**src/rtl/sa_tile_sequencer.sv**
```systemverilog
// sa_tile_sequencer: control sequencer for one HPE x VPE systolic-array tile.
// Clears accumulators, streams K operand beats, drives per-lane skew enables,
// waits out the array drain, then hands result rows out over valid/ready.
// Optional feature macro: SA_SEQ_PERF_CNT_EN adds o_perf_cyc (START-accept to DONE cycle count).
module sa_tile_sequencer #(
    parameter int unsigned WIDTH = 8,
    parameter int unsigned HPE   = 8,
    parameter int unsigned VPE   = 8,
    parameter int unsigned KW    = 16,
    parameter int unsigned AW    = 10
) (
    input  logic                                       i_clk,
    input  logic                                       i_rst,
    input  logic                                       i_start,
    input  logic [KW-1:0]                              i_k_len,
    input  logic [AW-1:0]                              i_base_addr,
    input  logic                                       i_abort,
    output logic                                       o_busy,
    output logic                                       o_rd_en,
    output logic [AW-1:0]                              o_rd_addr,
    output logic [HPE-1:0]                             o_lane_en,
    output logic                                       o_acc_clr,
    output logic                                       o_acc_en,
    output logic                                       o_out_valid,
    output logic [((VPE > 1) ? $clog2(VPE) : 1)-1:0]   o_out_row,
    input  logic                                       i_out_ready,
    output logic                                       o_done
`ifdef SA_SEQ_PERF_CNT_EN
    ,
    output logic [31:0]                                o_perf_cyc
`endif
);

    localparam int unsigned RW = (VPE > 1) ? $clog2(VPE) : 1;
    localparam int unsigned DW = $clog2(HPE + VPE);

    // Degenerate array shapes are rejected at elaboration.
    if (WIDTH == 0 || HPE == 0 || VPE == 0) begin : g_param_chk
        $error("sa_tile_sequencer: WIDTH, HPE and VPE must be >= 1");
    end

    typedef enum logic [2:0] {
        S_IDLE   = 3'd0,
        S_CLEAR  = 3'd1,
        S_FEED   = 3'd2,
        S_DRAIN  = 3'd3,
        S_OUTPUT = 3'd4,
        S_FIN    = 3'd5
    } state_t;

    state_t          r_state;
    state_t          w_state_nxt;
    logic [KW-1:0]   r_k_len;
    logic [AW-1:0]   r_base;
    logic [KW-1:0]   r_kcnt;
    logic [DW-1:0]   r_dcnt;
    logic            r_busy;
    logic            r_rd_en;
    logic [AW-1:0]   r_rd_addr;
    logic [HPE-1:0]  r_lane_en;
    logic            r_acc_clr;
    logic            r_acc_en;
    logic            r_out_valid;
    logic [RW-1:0]   r_out_row;
    logic            r_done;

    logic            w_accept;
    logic            w_abort;
    logic [KW-1:0]   w_kcnt_nxt;
    logic [DW-1:0]   w_dcnt_nxt;
    logic            w_busy_nxt;
    logic            w_rd_en_nxt;
    logic [AW-1:0]   w_rd_addr_nxt;
    logic [HPE-1:0]  w_lane_en_nxt;
    logic            w_acc_clr_nxt;
    logic            w_acc_en_nxt;
    logic            w_out_valid_nxt;
    logic [RW-1:0]   w_out_row_nxt;
    logic            w_done_nxt;

    assign w_accept = (r_state == S_IDLE) && i_start;
    assign w_abort  = (r_state != S_IDLE) && i_abort;

    // State register.
    always_ff @(posedge i_clk) begin
        if (i_rst) r_state <= S_IDLE;
        else       r_state <= w_state_nxt;
    end

    // Next-state logic; abort wins over every other transition.
    always_comb begin
        w_state_nxt = r_state;
        if (w_abort) begin
            w_state_nxt = S_IDLE;
        end else begin
            case (r_state)
                S_IDLE:   if (i_start) w_state_nxt = S_CLEAR;
                S_CLEAR:  w_state_nxt = (r_k_len == '0) ? S_DRAIN : S_FEED;
                S_FEED:   if (r_kcnt == r_k_len - KW'(1)) w_state_nxt = S_DRAIN;
                S_DRAIN:  if (r_dcnt == DW'(HPE + VPE - 1)) w_state_nxt = S_OUTPUT;
                S_OUTPUT: if (r_out_valid && i_out_ready && (r_out_row == RW'(VPE - 1)))
                              w_state_nxt = S_FIN;
                S_FIN:    w_state_nxt = S_IDLE;
                default:  w_state_nxt = S_IDLE;
            endcase
        end
    end

    // Output/counter next values, decoded from the upcoming state so every output is a flop.
    always_comb begin
        w_busy_nxt      = (w_state_nxt != S_IDLE);
        w_acc_clr_nxt   = (w_state_nxt == S_CLEAR);
        w_rd_en_nxt     = (w_state_nxt == S_FEED);
        w_acc_en_nxt    = (w_state_nxt == S_FEED) || (w_state_nxt == S_DRAIN);
        w_out_valid_nxt = (w_state_nxt == S_OUTPUT);
        w_done_nxt      = (w_state_nxt == S_FIN);
        w_rd_addr_nxt   = '0;
        w_out_row_nxt   = '0;
        w_kcnt_nxt      = '0;
        w_dcnt_nxt      = '0;
        w_lane_en_nxt   = w_abort ? '0 : HPE'({r_lane_en, r_rd_en});
        if (w_state_nxt == S_FEED) begin
            w_rd_addr_nxt = (r_state == S_FEED) ? r_rd_addr + AW'(1) : r_base;
            w_kcnt_nxt    = (r_state == S_FEED) ? r_kcnt + KW'(1) : '0;
        end
        if (w_state_nxt == S_DRAIN && r_state == S_DRAIN) begin
            w_dcnt_nxt = r_dcnt + DW'(1);
        end
        if (w_state_nxt == S_OUTPUT) begin
            w_out_row_nxt = (r_state == S_OUTPUT && i_out_ready) ? r_out_row + RW'(1) : r_out_row;
        end
    end

    // Output and counter registers; command fields captured on START accept.
    always_ff @(posedge i_clk) begin
        if (i_rst) begin
            r_k_len     <= '0;
            r_base      <= '0;
            r_kcnt      <= '0;
            r_dcnt      <= '0;
            r_busy      <= 1'b0;
            r_rd_en     <= 1'b0;
            r_rd_addr   <= '0;
            r_lane_en   <= '0;
            r_acc_clr   <= 1'b0;
            r_acc_en    <= 1'b0;
            r_out_valid <= 1'b0;
            r_out_row   <= '0;
            r_done      <= 1'b0;
        end else begin
            if (w_accept) begin
                r_k_len <= i_k_len;
                r_base  <= i_base_addr;
            end
            r_kcnt      <= w_kcnt_nxt;
            r_dcnt      <= w_dcnt_nxt;
            r_busy      <= w_busy_nxt;
            r_rd_en     <= w_rd_en_nxt;
            r_rd_addr   <= w_rd_addr_nxt;
            r_lane_en   <= w_lane_en_nxt;
            r_acc_clr   <= w_acc_clr_nxt;
            r_acc_en    <= w_acc_en_nxt;
            r_out_valid <= w_out_valid_nxt;
            r_out_row   <= w_out_row_nxt;
            r_done      <= w_done_nxt;
        end
    end

    assign o_busy      = r_busy;
    assign o_rd_en     = r_rd_en;
    assign o_rd_addr   = r_rd_addr;
    assign o_lane_en   = r_lane_en;
    assign o_acc_clr   = r_acc_clr;
    assign o_acc_en    = r_acc_en;
    assign o_out_valid = r_out_valid;
    assign o_out_row   = r_out_row;
    assign o_done      = r_done;

`ifdef SA_SEQ_PERF_CNT_EN
    logic [31:0] r_cyc;
    logic [31:0] r_perf;
    logic [31:0] w_cyc_inc;

    assign w_cyc_inc = (r_cyc == '1) ? r_cyc : r_cyc + 32'd1;

    // Tile cycle counter (saturating); result latched alongside the DONE pulse.
    always_ff @(posedge i_clk) begin
        if (i_rst) begin
            r_cyc  <= '0;
            r_perf <= '0;
        end else begin
            if (w_accept)              r_cyc <= 32'd1;
            else if (r_state != S_IDLE) r_cyc <= w_cyc_inc;
            if (w_state_nxt == S_FIN)  r_perf <= w_cyc_inc;
        end
    end

    assign o_perf_cyc = r_perf;
`endif

endmodule
```
**config.mk**
```make
export PLATFORM = sky130hd
export DESIGN_NAME = sa_tile_sequencer
export DESIGN_NICKNAME = d
export VERILOG_FILES = /design/src/rtl/sa_tile_sequencer.sv
export SDC_FILE = /design/constraint.sdc
export NUM_CORES = 1
export LEC_CHECK = 0
export CAP_MARGIN = 40
export CORE_MARGIN = 5
export CORE_UTILIZATION = 26
export DETAILED_ROUTE_END_ITERATION = 6
export PLACE_DENSITY = 0.56
export REMOVE_ABC_BUFFERS = 1
export SLEW_MARGIN = 20
export SYNTH_ARGS = -nofsm -noshare
export SYNTH_HDL_FRONTEND = slang
export SYNTH_SLANG_ARGS = --single-unit
export TNS_END_PERCENT = 100
```
**constraint.sdc**
```tcl
create_clock -name i_clk -period 2.5 [get_ports i_clk]
set_clock_uncertainty 0.05 [all_clocks]
set_input_delay 0.25 -clock i_clk [delete_from_list [all_inputs] [get_ports i_clk]]
set_output_delay 0.25 -clock i_clk [all_outputs]
set_load 0.01 [all_outputs]
```
==> flow_summary_export.csv <==
group,metric,value,unit
logic_synthesis,avgSynthCellArea,8.453,sq um
cells_and_area,diodes,0,
timing,fmax,411.6,MHz
cells_and_area,final_core_util,36.81,%
logic_synthesis,synth-compound-area-share,10.59,%
critical_path,crit_fanout,6,
clocking,clock_sinks,76,
route,viasPerCell,4.641,
logic_synthesis,yosys-top-cells-count,"dfxtp_1, nand2_1, a21oi_1",
route,wl_per_cell,13.77,um
run,cap_violations,0,
global_route,grt_start_max_net_pins,28,
global_route,antenna_found_initial,0,
status,outcome,"finished, final reports clean",
logic_synthesis,muxShareOfSynthArea,1.684,%
critical_path,crit_chain,"buf_6 -> or2_0 -> or4_1 -> a21o_1 -> a221o_1 -> a2111oi_4 -> buf_6 -> and4bb_1",
logic_synthesis,syn-cell-area,3567,sq um
critical_path,crit_top_cell,"buf_6",
route,drt_iter0_markers,186,
timing,hold_violations,0,
logic_synthesis,synth-simple-area-share,27.78,%
cells_and_area,drive_gt1_share,11.42,%
place,place_congestion,0.8208,
clocking,clk_pin_slew_worst_paths,0.06,ns
global_route,grt_pass1_wl,15.39,mm
timing,drv_slew,0,
logic_synthesis,ys.flop_type,"dfxtp_1",
clocking,clock_latency,0.33,ns
timing,tightest_slew,0.4491,ns
cells_and_area,area_growth,37.74,%
timing,slew_headroom,69.99,%
route,drcViolationCount,0,
floorplanning,rows,42,
place,dpl-instance-area,4394,sq um
critical_path,critical-path-slowest-cell,"or4_1",
cells_and_area,final_cell_area,4913,sq um
cells_and_area,nets,532,
logic_synthesis,synth_top_family_by_area,"simple AND/OR/NAND/NOR gates",
route,wl,9.296,mm
power,vdd_drop_max,319.1,uV
logic_synthesis,synth_most_common_cell,"dfxtp_1",
floorplanning,ioPinCount,58,
global_route,grtUsageTotal,11.71,%
floorplanning,dieArea,16160,sq um
logic_synthesis,ys_types,48,
place,dp_hpwl,6.745,mm
floorplanning,fp.dieH,127.1,um
global_route,grt_overflow,0,
critical_path,end_kind,"flip-flop",
critical_path,required,2.68,ns
power,power,3.440,mW
clocking,cts_made_buffers,9,
power,p_leak,1.783,nW
min_path,hold_path.class,"flip-flop to flip-flop",
place,port_buffers,57,
timing,fin_crit_sh,97.18,%
floorplanning,initial_utilization,26.72,%
critical_path,slowest_delay,0.46,ns
timing,fin_crit,2.429,ns
logic_synthesis,synth-xor-area-share,11.05,%
power,swShare,24.60,%
clocking,root_buffer,"clkbuf_16",
power,intPower,2.593,mW
logic_synthesis,ys_top_cells_by_area,"dfxtp_1, nand2_1, xnor2_1",
route,firstDrtPassIters,4,
logic_synthesis,yosysWarnings,0,
power,p_clk_share,46.0,%
logic_synthesis,yosys.area.top_type,"dfxtp_1",
logic_synthesis,async_reset_ff_share,0,%
power,p_per_area,700.0,nW/um^2
logic_synthesis,seq_area_frac_synth,42.65,%
route,final_antenna_net_count,0,
critical_path,critPathArrivalTime,2.61,ns
floorplanning,dieWidth,127.1,um
clocking,ctsHtreeMaxLevel,3,
logic_synthesis,ys_ff_latch,76,
global_route,grt_pass1_vias,3156,
logic_synthesis,synthAdderAreaFrac,2.105,%
power,p_seq_share,38.2,%
route,dr_total_vias,3133,
floorplanning,core_area,13350,sq um
power,p_comb_share,15.7,%
logic_synthesis,yosysTopAreaCellShare,42.65,%
critical_path,critPathKind,"flip-flop to flip-flop",
clocking,clock_tree.buffer_depth,2,
critical_path,start_kind,"flip-flop",
clocking,cts_tree,"yes",
timing,rsz0062_at_grt,"yes",
power,p_sw,0.8461,mW
logic_synthesis,synth_edf_count,0,
timing,setup-violations-final,0,
logic_synthesis,postSynthCellCount,422,
[through the flow]
stage | hold WS [ns] | setup TNS, ns | instances | setup slack [ns]
final | 0.4042 | 0 | 675 | 0.07051
after detailed placement | 0.3918 | -1.190 | 654 | -0.07734
after floorplan | 0.2691 | -12.03 | 400 | -0.5814
after global placement | 0.3799 | 0 | 654 | 0.01347
after global routing | 0.4206 | -0.006915 | 675 | -0.004877
after CTS | 0.3976 | -0.02185 | 675 | -0.01120
[cells by family after synthesis]
kind of cell,after synthesis
AND/OR/NAND/NOR,198
multiplexers,6
flip-flops,76
buffers and inverters,29
XOR/XNOR,45
AO/OA/AOI/OAI,62
adder cells (fa/ha/maj),6
[state kept, by name (all words and copies together), names as in the netlist, 3 cells and up]
name       flops
r_k_len       16
r_kcnt        16
o_rd_addr     10
r_base        10
o_lane_en      8
r_dcnt         4
o_out_row      3
r_state        3
[timing repair]
action / 4_1_cts / 5_1_grt
resized for setup: 12 / 10
setup endpoints to repair: 28 / 28
buffers inserted: 4 / 0
gates cloned: 2 / 0
hold buffers: 0 / 0
pin swaps: 3 / 6
[routing by layer]
layer	track usage (%)	routed length, um	part of all wire [%]	up-vias
met2	19.68	4539	49	63
met3	2.922	310	3.3	9
met1	14.71	4331	47	1463
li1	-	-	-	1598
met4	3.849	115	1.2	0
met5	0	0	0	-
[power groups by stage]
stage / clock (mW) / combinational [mW] / sequential, mW
after floorplan: 0 / 0.299 / 1.33
after global placement: 0 / 0.510 / 1.33
after detailed placement: 0 / 0.515 / 1.34
after CTS: 1.61 / 0.531 / 1.31
after global routing: 1.67 / 0.601 / 1.32
final: 1.58 / 0.541 / 1.31
[cell type report]
class	instances	area, sq um
fillers	1397	8434
multi-input cells	317	1963
flip-flops and latches	76	1525
repair buffers	84	815.8
clock buffers	9	225.2
well taps	176	220.2
clock inverters	6	137.6
inverters	7	26.28
[cell usage in the layout, fill, tap and decap left out, types with 16 or more instances in the layout]
master           count
nor2_1              27
nand2_1             74
nor3_1              26
xnor2_1             28
buf_4               21
a21oi_1             32
clkdlybuf4s50_1     57
dfxtp_1             73
xor2_1              17
nand3_1             16
[critical path: cells and delay by family (launching register included)]
| kind | cells | cell delay [ns] |
|---|---|---|
| AND/OR/NAND/NOR | 3 | 0.86 |
| AO/OA/AOI/OAI | 3 | 0.78 |
| flip-flops | 1 | 0.32 |
| buffers and inverters | 2 | 0.30 |
[path summary, 6_finish.rpt]
kind	from	to	slack (ns)	cells past startpoint
worst max-delay path	r_k_len[0]	r_kcnt[0]	0.07	8
worst min-delay path	o_lane_en[2]	o_lane_en[3]	0.40	1
worst max register to register	r_k_len[0]	r_kcnt[0]	0.07	8
worst min register to register	o_lane_en[2]	o_lane_en[3]	0.40	1
Power figures use the tool's default switching activity.
